## src/rtl/launch_pkg.sv

```systemverilog
// Shared types and constants for the launch sequencer.
// Optional feature macro: LAUNCH_SEQ_QUEUE_EN (one-entry pending command).
package launch_pkg;

  localparam int CNT_W = 24;

  localparam logic [7:0] TT_HOME_DEF     = 8'd128;
  localparam logic [7:0] LAUNCH_REST_DEF = 8'd0;
  localparam logic [7:0] LAUNCH_FIRE_DEF = 8'd200;

  typedef enum logic [2:0] {
    IDLE,
    ROTATE,
    FIRE,
    RETRACT,
    DONE
  } seq_state_t;

endpackage

```

## src/rtl/settle_calc.sv

```systemverilog
// Turntable settle time: base plus per-step cost of angle travel.
// Saturates at the counter width so long moves never wrap short.
module settle_calc
  import launch_pkg::*;
#(
  parameter int SETTLE_BASE     = 50_000,
  parameter int SETTLE_PER_STEP = 4_000
) (
  input  logic [7:0]       target,
  input  logic [7:0]       current,
  output logic [CNT_W-1:0] settle
);

  localparam logic [CNT_W-1:0] SAT  = '1;
  localparam logic [31:0]      BASE = 32'(SETTLE_BASE);
  localparam logic [31:0]      STEP = 32'(SETTLE_PER_STEP);
  localparam logic [CNT_W-1:0] BASE_SAT =
    (BASE > 32'(SAT)) ? SAT : BASE[CNT_W-1:0];

  logic [8:0]       travel;
  logic [47:0]      prod;
  logic [CNT_W-1:0] prod_sat;
  logic [CNT_W:0]   sum;

  // Magnitude of travel, scaled and saturated, then added to the base.
  always_comb begin
    if (target >= current)
      travel = {1'b0, target} - {1'b0, current};
    else
      travel = {1'b0, current} - {1'b0, target};
    prod     = 48'(travel) * 48'(STEP);
    prod_sat = (prod > 48'(SAT)) ? SAT : prod[CNT_W-1:0];
    sum      = {1'b0, BASE_SAT} + {1'b0, prod_sat};
    settle   = sum[CNT_W] ? SAT : sum[CNT_W-1:0];
  end

endmodule

```

## src/rtl/launch_sequencer.sv

```systemverilog
// Shot sequencer: rotate turntable, settle, fire, retract, report.
// Optional feature macro: LAUNCH_SEQ_QUEUE_EN (one-entry pending command).
module launch_sequencer
  import launch_pkg::*;
#(
  parameter int         SETTLE_BASE     = 50_000,
  parameter int         SETTLE_PER_STEP = 4_000,
  parameter int         FIRE_HOLD       = 250_000,
  parameter logic [7:0] TT_HOME         = TT_HOME_DEF,
  parameter logic [7:0] LAUNCH_REST     = LAUNCH_REST_DEF,
  parameter logic [7:0] LAUNCH_FIRE     = LAUNCH_FIRE_DEF
) (
  input  logic       clk,
  input  logic       reset,
  input  logic       cmd_valid,
  input  logic [7:0] cmd_angle,
  output logic       cmd_ready,
  input  logic       abort,
  output logic       turntable_en,
  output logic [7:0] turntable_pos,
  output logic       launcher_en,
  output logic [7:0] launcher_pos,
  output logic       busy,
  output logic       done
);

  localparam logic [CNT_W-1:0] HOLD_M1 = CNT_W'(FIRE_HOLD - 1);

  seq_state_t       state_q, state_d;
  logic [CNT_W-1:0] cnt_q, cnt_d;
  logic [7:0]       tt_q, tt_d;
  logic [7:0]       lp_q, lp_d;
  logic             abt_q, abt_d;
  logic             launch_now;
  logic [7:0]       launch_angle;
  logic [CNT_W-1:0] settle;

`ifdef LAUNCH_SEQ_QUEUE_EN
  logic       qf_q, qf_d;
  logic [7:0] qa_q, qa_d;
  logic       pend;
  logic       store;

  assign cmd_ready    = !qf_q;
  assign pend         = qf_q && !abort &&
                        (state_q == DONE || state_q == IDLE);
  assign store        = cmd_valid && cmd_ready && state_q != IDLE;
  assign launch_now   = pend || (state_q == IDLE && cmd_valid && !qf_q);
  assign launch_angle = qf_q ? qa_q : cmd_angle;
`else
  assign cmd_ready    = (state_q == IDLE);
  assign launch_now   = (state_q == IDLE) && cmd_valid;
  assign launch_angle = cmd_angle;
`endif

  settle_calc #(
    .SETTLE_BASE     (SETTLE_BASE),
    .SETTLE_PER_STEP (SETTLE_PER_STEP)
  ) u_settle (
    .target  (launch_angle),
    .current (tt_q),
    .settle  (settle)
  );

  // State, counter, positions and pending command registers.
  always_ff @(posedge clk or negedge reset) begin
    if (!reset) begin
      state_q <= IDLE;
      cnt_q   <= '0;
      tt_q    <= TT_HOME;
      lp_q    <= LAUNCH_REST;
      abt_q   <= 1'b0;
`ifdef LAUNCH_SEQ_QUEUE_EN
      qf_q    <= 1'b0;
      qa_q    <= '0;
`endif
    end else begin
      state_q <= state_d;
      cnt_q   <= cnt_d;
      tt_q    <= tt_d;
      lp_q    <= lp_d;
      abt_q   <= abt_d;
`ifdef LAUNCH_SEQ_QUEUE_EN
      qf_q    <= qf_d;
      qa_q    <= qa_d;
`endif
    end
  end

  // Next-state: sequencing, abort handling and command launch.
  always_comb begin
    state_d = state_q;
    cnt_d   = cnt_q;
    tt_d    = tt_q;
    lp_d    = lp_q;
    abt_d   = abt_q;
    unique case (state_q)
      IDLE, DONE: begin
        if (launch_now) begin
          state_d = ROTATE;
          tt_d    = launch_angle;
          cnt_d   = settle - 1'b1;
          abt_d   = 1'b0;
        end else begin
          state_d = IDLE;
        end
      end
      ROTATE, FIRE: begin
        if (abort) begin
          state_d = RETRACT;
          lp_d    = LAUNCH_REST;
          cnt_d   = HOLD_M1;
          abt_d   = 1'b1;
        end else if (cnt_q == '0) begin
          state_d = (state_q == ROTATE) ? FIRE : RETRACT;
          lp_d    = (state_q == ROTATE) ? LAUNCH_FIRE : LAUNCH_REST;
          cnt_d   = HOLD_M1;
        end else begin
          cnt_d = cnt_q - 1'b1;
        end
      end
      RETRACT: begin
        if (cnt_q == '0)
          state_d = abt_q ? IDLE : DONE;
        else
          cnt_d = cnt_q - 1'b1;
      end
      default: state_d = IDLE;
    endcase
  end

`ifdef LAUNCH_SEQ_QUEUE_EN
  // Pending command slot: filled while busy, drained on launch.
  always_comb begin
    qf_d = qf_q;
    qa_d = qa_q;
    if (abort) begin
      qf_d = 1'b0;
    end else if (pend) begin
      qf_d = 1'b0;
    end else if (store) begin
      qf_d = 1'b1;
      qa_d = cmd_angle;
    end
  end
`endif

  assign turntable_pos = tt_q;
  assign launcher_pos  = lp_q;
  assign busy          = (state_q != IDLE);
  assign done          = (state_q == DONE);
  assign turntable_en  = (state_q == ROTATE) ||
                         (state_q == FIRE) ||
                         (state_q == RETRACT);
  assign launcher_en   = (state_q == FIRE) ||
                         (state_q == RETRACT);

endmodule
```

## config.mk

```make
export PLATFORM = sky130hd
export DESIGN_NAME = launch_sequencer
export DESIGN_NICKNAME = d
export VERILOG_FILES = /design/src/rtl/launch_pkg.sv /design/src/rtl/settle_calc.sv /design/src/rtl/launch_sequencer.sv
export SDC_FILE = /design/constraint.sdc
export NUM_CORES = 1
export LEC_CHECK = 0
export CORE_MARGIN = 2
export CORE_UTILIZATION = 30
export CTS_BUF_LIST = sky130_fd_sc_hd__clkbuf_16
export DETAILED_ROUTE_END_ITERATION = 6
export HOLD_SLACK_MARGIN = 0.1
export PLACE_DENSITY_LB_ADDON = 0.12
export SLEW_MARGIN = 20
export SYNTH_ARGS = -nofsm -noshare
export SYNTH_HDL_FRONTEND = slang
export SYNTH_SLANG_ARGS = --single-unit
```

## constraint.sdc

```tcl
create_clock -name clk -period 8.75 [get_ports clk]
set_input_delay 1.75 -clock clk [delete_from_list [all_inputs] [get_ports clk]]
set_output_delay 1.75 -clock clk [all_outputs]
set_load 0.01 [all_outputs]
```

==> impl_metrics.ini <==
[critical_path]
endpoint_kind = flip-flop
crit_fanout = 5
required_ps = 8920
slowest_stage = fa_1
critPathKind = in -> reg
critPathMaxStageDelay_ps = 540
critPathArrivalTime_ps = 8470
cp-start-kind = input pin

[final_layout]
utilization_pct = 35.0
multi_input_area_um2 = 3580
syn_to_final_growth_pct = 13.6
final_cell_mix = inv_1 (71), ha_1 (55), nor2_1 (43)
nNetsFinal = 687
drive_gt1_share_pct = 9.41
fillers = 1705
mostFrequentLayoutCell = inv_1
antenna_cells = 0
regArea_um2 = 927
layout.cells.non_filler = 811

[timing]
rsz0062_at_grt = false
final.min_clock_period_ps = 8300
worst_clock_skew_ps = 3.80
hold_viol = 0
setup_viol_count_final = 0
period_share_pct = 94.9
tightest_slew_ps = 955
maxSlewHeadroom_pct = 36.4
fmax_mhz = 120
drv_slew = 0
setup_slack_ps = 448

[grt]
grt_use_total_pct = 14.4
grt_pass1_vias = 4204
grt_max_degree = 38
grt_antenna_before_repair = 0
grt_overflow = 0
grt_pass1_wl_um = 20500

[detailed_routing]
drt-initial-drc-count = 206
routed_wl_um = 12000
drtAntennaViolNets = 0
dr.pass1.iters = 4
num_vias = 4047
avgRoutedWirePerCell_um = 14.8
vias_per_cell = 4.99
drc = 0

[clock_network]
htreeDepth = 2
numCtsBuffers = 5
root_buffer = clkbuf_16
clock_sinks = 37
cts_tree = yes
clockBufferDepth = 2
clk_latency_ps = 290
clk_pin_slew_ps = 60
hold_buffers = 0

[floorplan]
chipHeight_um = 132
die-area_um2 = 17300
core.rowCount = 46
io_pins = 33
die_x_um = 132
core_area_um2 = 15900
initial_core_util_pct = 30.8

[placement]
place_ws_ps = -21.1
portBuffers = 27
place.gp.congestion = 0.832
hpwl_um = 9540
dp.cells = 803

[logic_synthesis]
avgSynthCellArea_um2 = 8.57
ys_ff_latch = 37
synth-seq-area-share_pct = 19.0
synth_cell_type_count = 83
synth_area_um2 = 4890
synth-edff-count = 0
synth_warnings = 0
synthCells = 571
postSynth.asyncResetShare_pct = 100
synth-main-ff-cell = dfrtp_1

[min_path]
hold_path_class = reg -> reg

[flow_run]
drv_cap = 0

[outcome]
status = finished clean
-- critical path: cells and delay by family --
| kind | cells | cell delay, ps |
|---|---|---|
| adder cells (fa/ha/maj) | 6 | 2470 |
| AO/OA/AOI/OAI | 9 | 2080 |
| buffers and inverters | 5 | 960 |
| AND/OR/NAND/NOR | 5 | 790 |
| XOR/XNOR | 1 | 300 |
| multiplexers | 1 | 120 |
-- kinds of logic after synthesis --
family | Yosys count | synth area share [%]
other | 1 | 0.0767
AND/OR/NAND/NOR | 165 | 17.6
buffers and inverters | 97 | 8.64
AO/OA/AOI/OAI | 145 | 21.0
multiplexers | 7 | 1.46
XOR/XNOR | 38 | 7.72
adder cells (fa/ha/maj) | 81 | 24.6
flip-flops | 37 | 19.0
-- repair_timing --
action / 4_1_cts / 5_1_grt
gates resized for setup: 0 / 5
endpoints found under the setup margin: 0 / 5
setup buffers: 0 / 0
-- area by class of cell --
cell class              instances  area share, %
well taps                     216           4.86
inverters                      72           4.86
clock inverters                 3          0.743
repair buffers                 37           6.12
flip-flops and latches         37           16.7
multi-input cells             441           64.5
clock buffers                   5           2.25
-- sequential cells by signal (all words and copies together), names as in the netlist --
signal and flops:
cnt_q 24, state_q 3, abt_q 1, launcher_pos 1, turntable_pos 8
-- per-stage QoR --
step | hold slack, ps | setup TNS [ps] | instance area, um^2
6_report | 459 | 0 | 5560
5_1_grt | 480 | 0 | 5560
4_1_cts | 458 | 0 | 5530
2_1_floorplan | 426 | 0 | 4910
3_3_place_gp | 437 | 0 | 5370
3_5_place_dp | 450 | -24.0 | 5370
-- final timing paths --
check,start,to,slack [ps],cells after the start
worst max-delay path,cmd_angle[1],cnt_q[20],450,27
worst min-delay path,abt_q,state_q[2],460,1
worst max register to register,turntable_pos[2],cnt_q[20],2080,24
worst min register to register,abt_q,state_q[2],460,1
max in group asynchronous,reset,turntable_pos[0],6550,1
min in group asynchronous,reset,launcher_pos[6],1610,1
-- synth_stat cells (3+ instances only) --
cell	n	area share (%)
nand4_1	5	0.64
nand2_1	40	3.1
o22ai_1	5	0.64
o21ai_1	6	0.61
a21oi_1	30	3.1
o21bai_1	4	0.61
a21boi_0	3	0.46
nand3_1	15	1.5
buf_2	8	0.82
o211ai_1	3	0.46
a32oi_1	3	0.54
nor2_1	43	3.3
xnor2_1	25	4.5
a21o_1	6	0.92
ha_1	56	14
buf_4	9	1.4
inv_1	71	5.4
a211oi_1	6	0.92
a21oi_2	4	0.72
nor4_1	5	0.64
nor3_1	16	1.6
dfrtp_1	36	18
a31oi_1	11	1.4
o21a_1	9	1.4
a211o_1	3	0.54
mux2i_1	6	1.2
and2_1	3	0.38
or3_1	3	0.38
and3_1	5	0.64
o21ai_0	28	2.9
clkbuf_1	6	0.46
xor2_1	10	1.8
nand2b_1	6	0.77
fa_1	25	10
-- metal layers --
layer	wire (um)	vias to the layer above	global-route usage, %	part of all wire, %
met3	319	10	2.28	2.7
met1	5520	1961	17.9	46
met2	6080	55	25.9	51
li1	-	2021	-	-
met4	112	0	3.86	0.93
met5	0	-	0	0
Power is not shown: default switching activity piles up to over one toggle a cycle in this logic, so the estimate is an artifact.
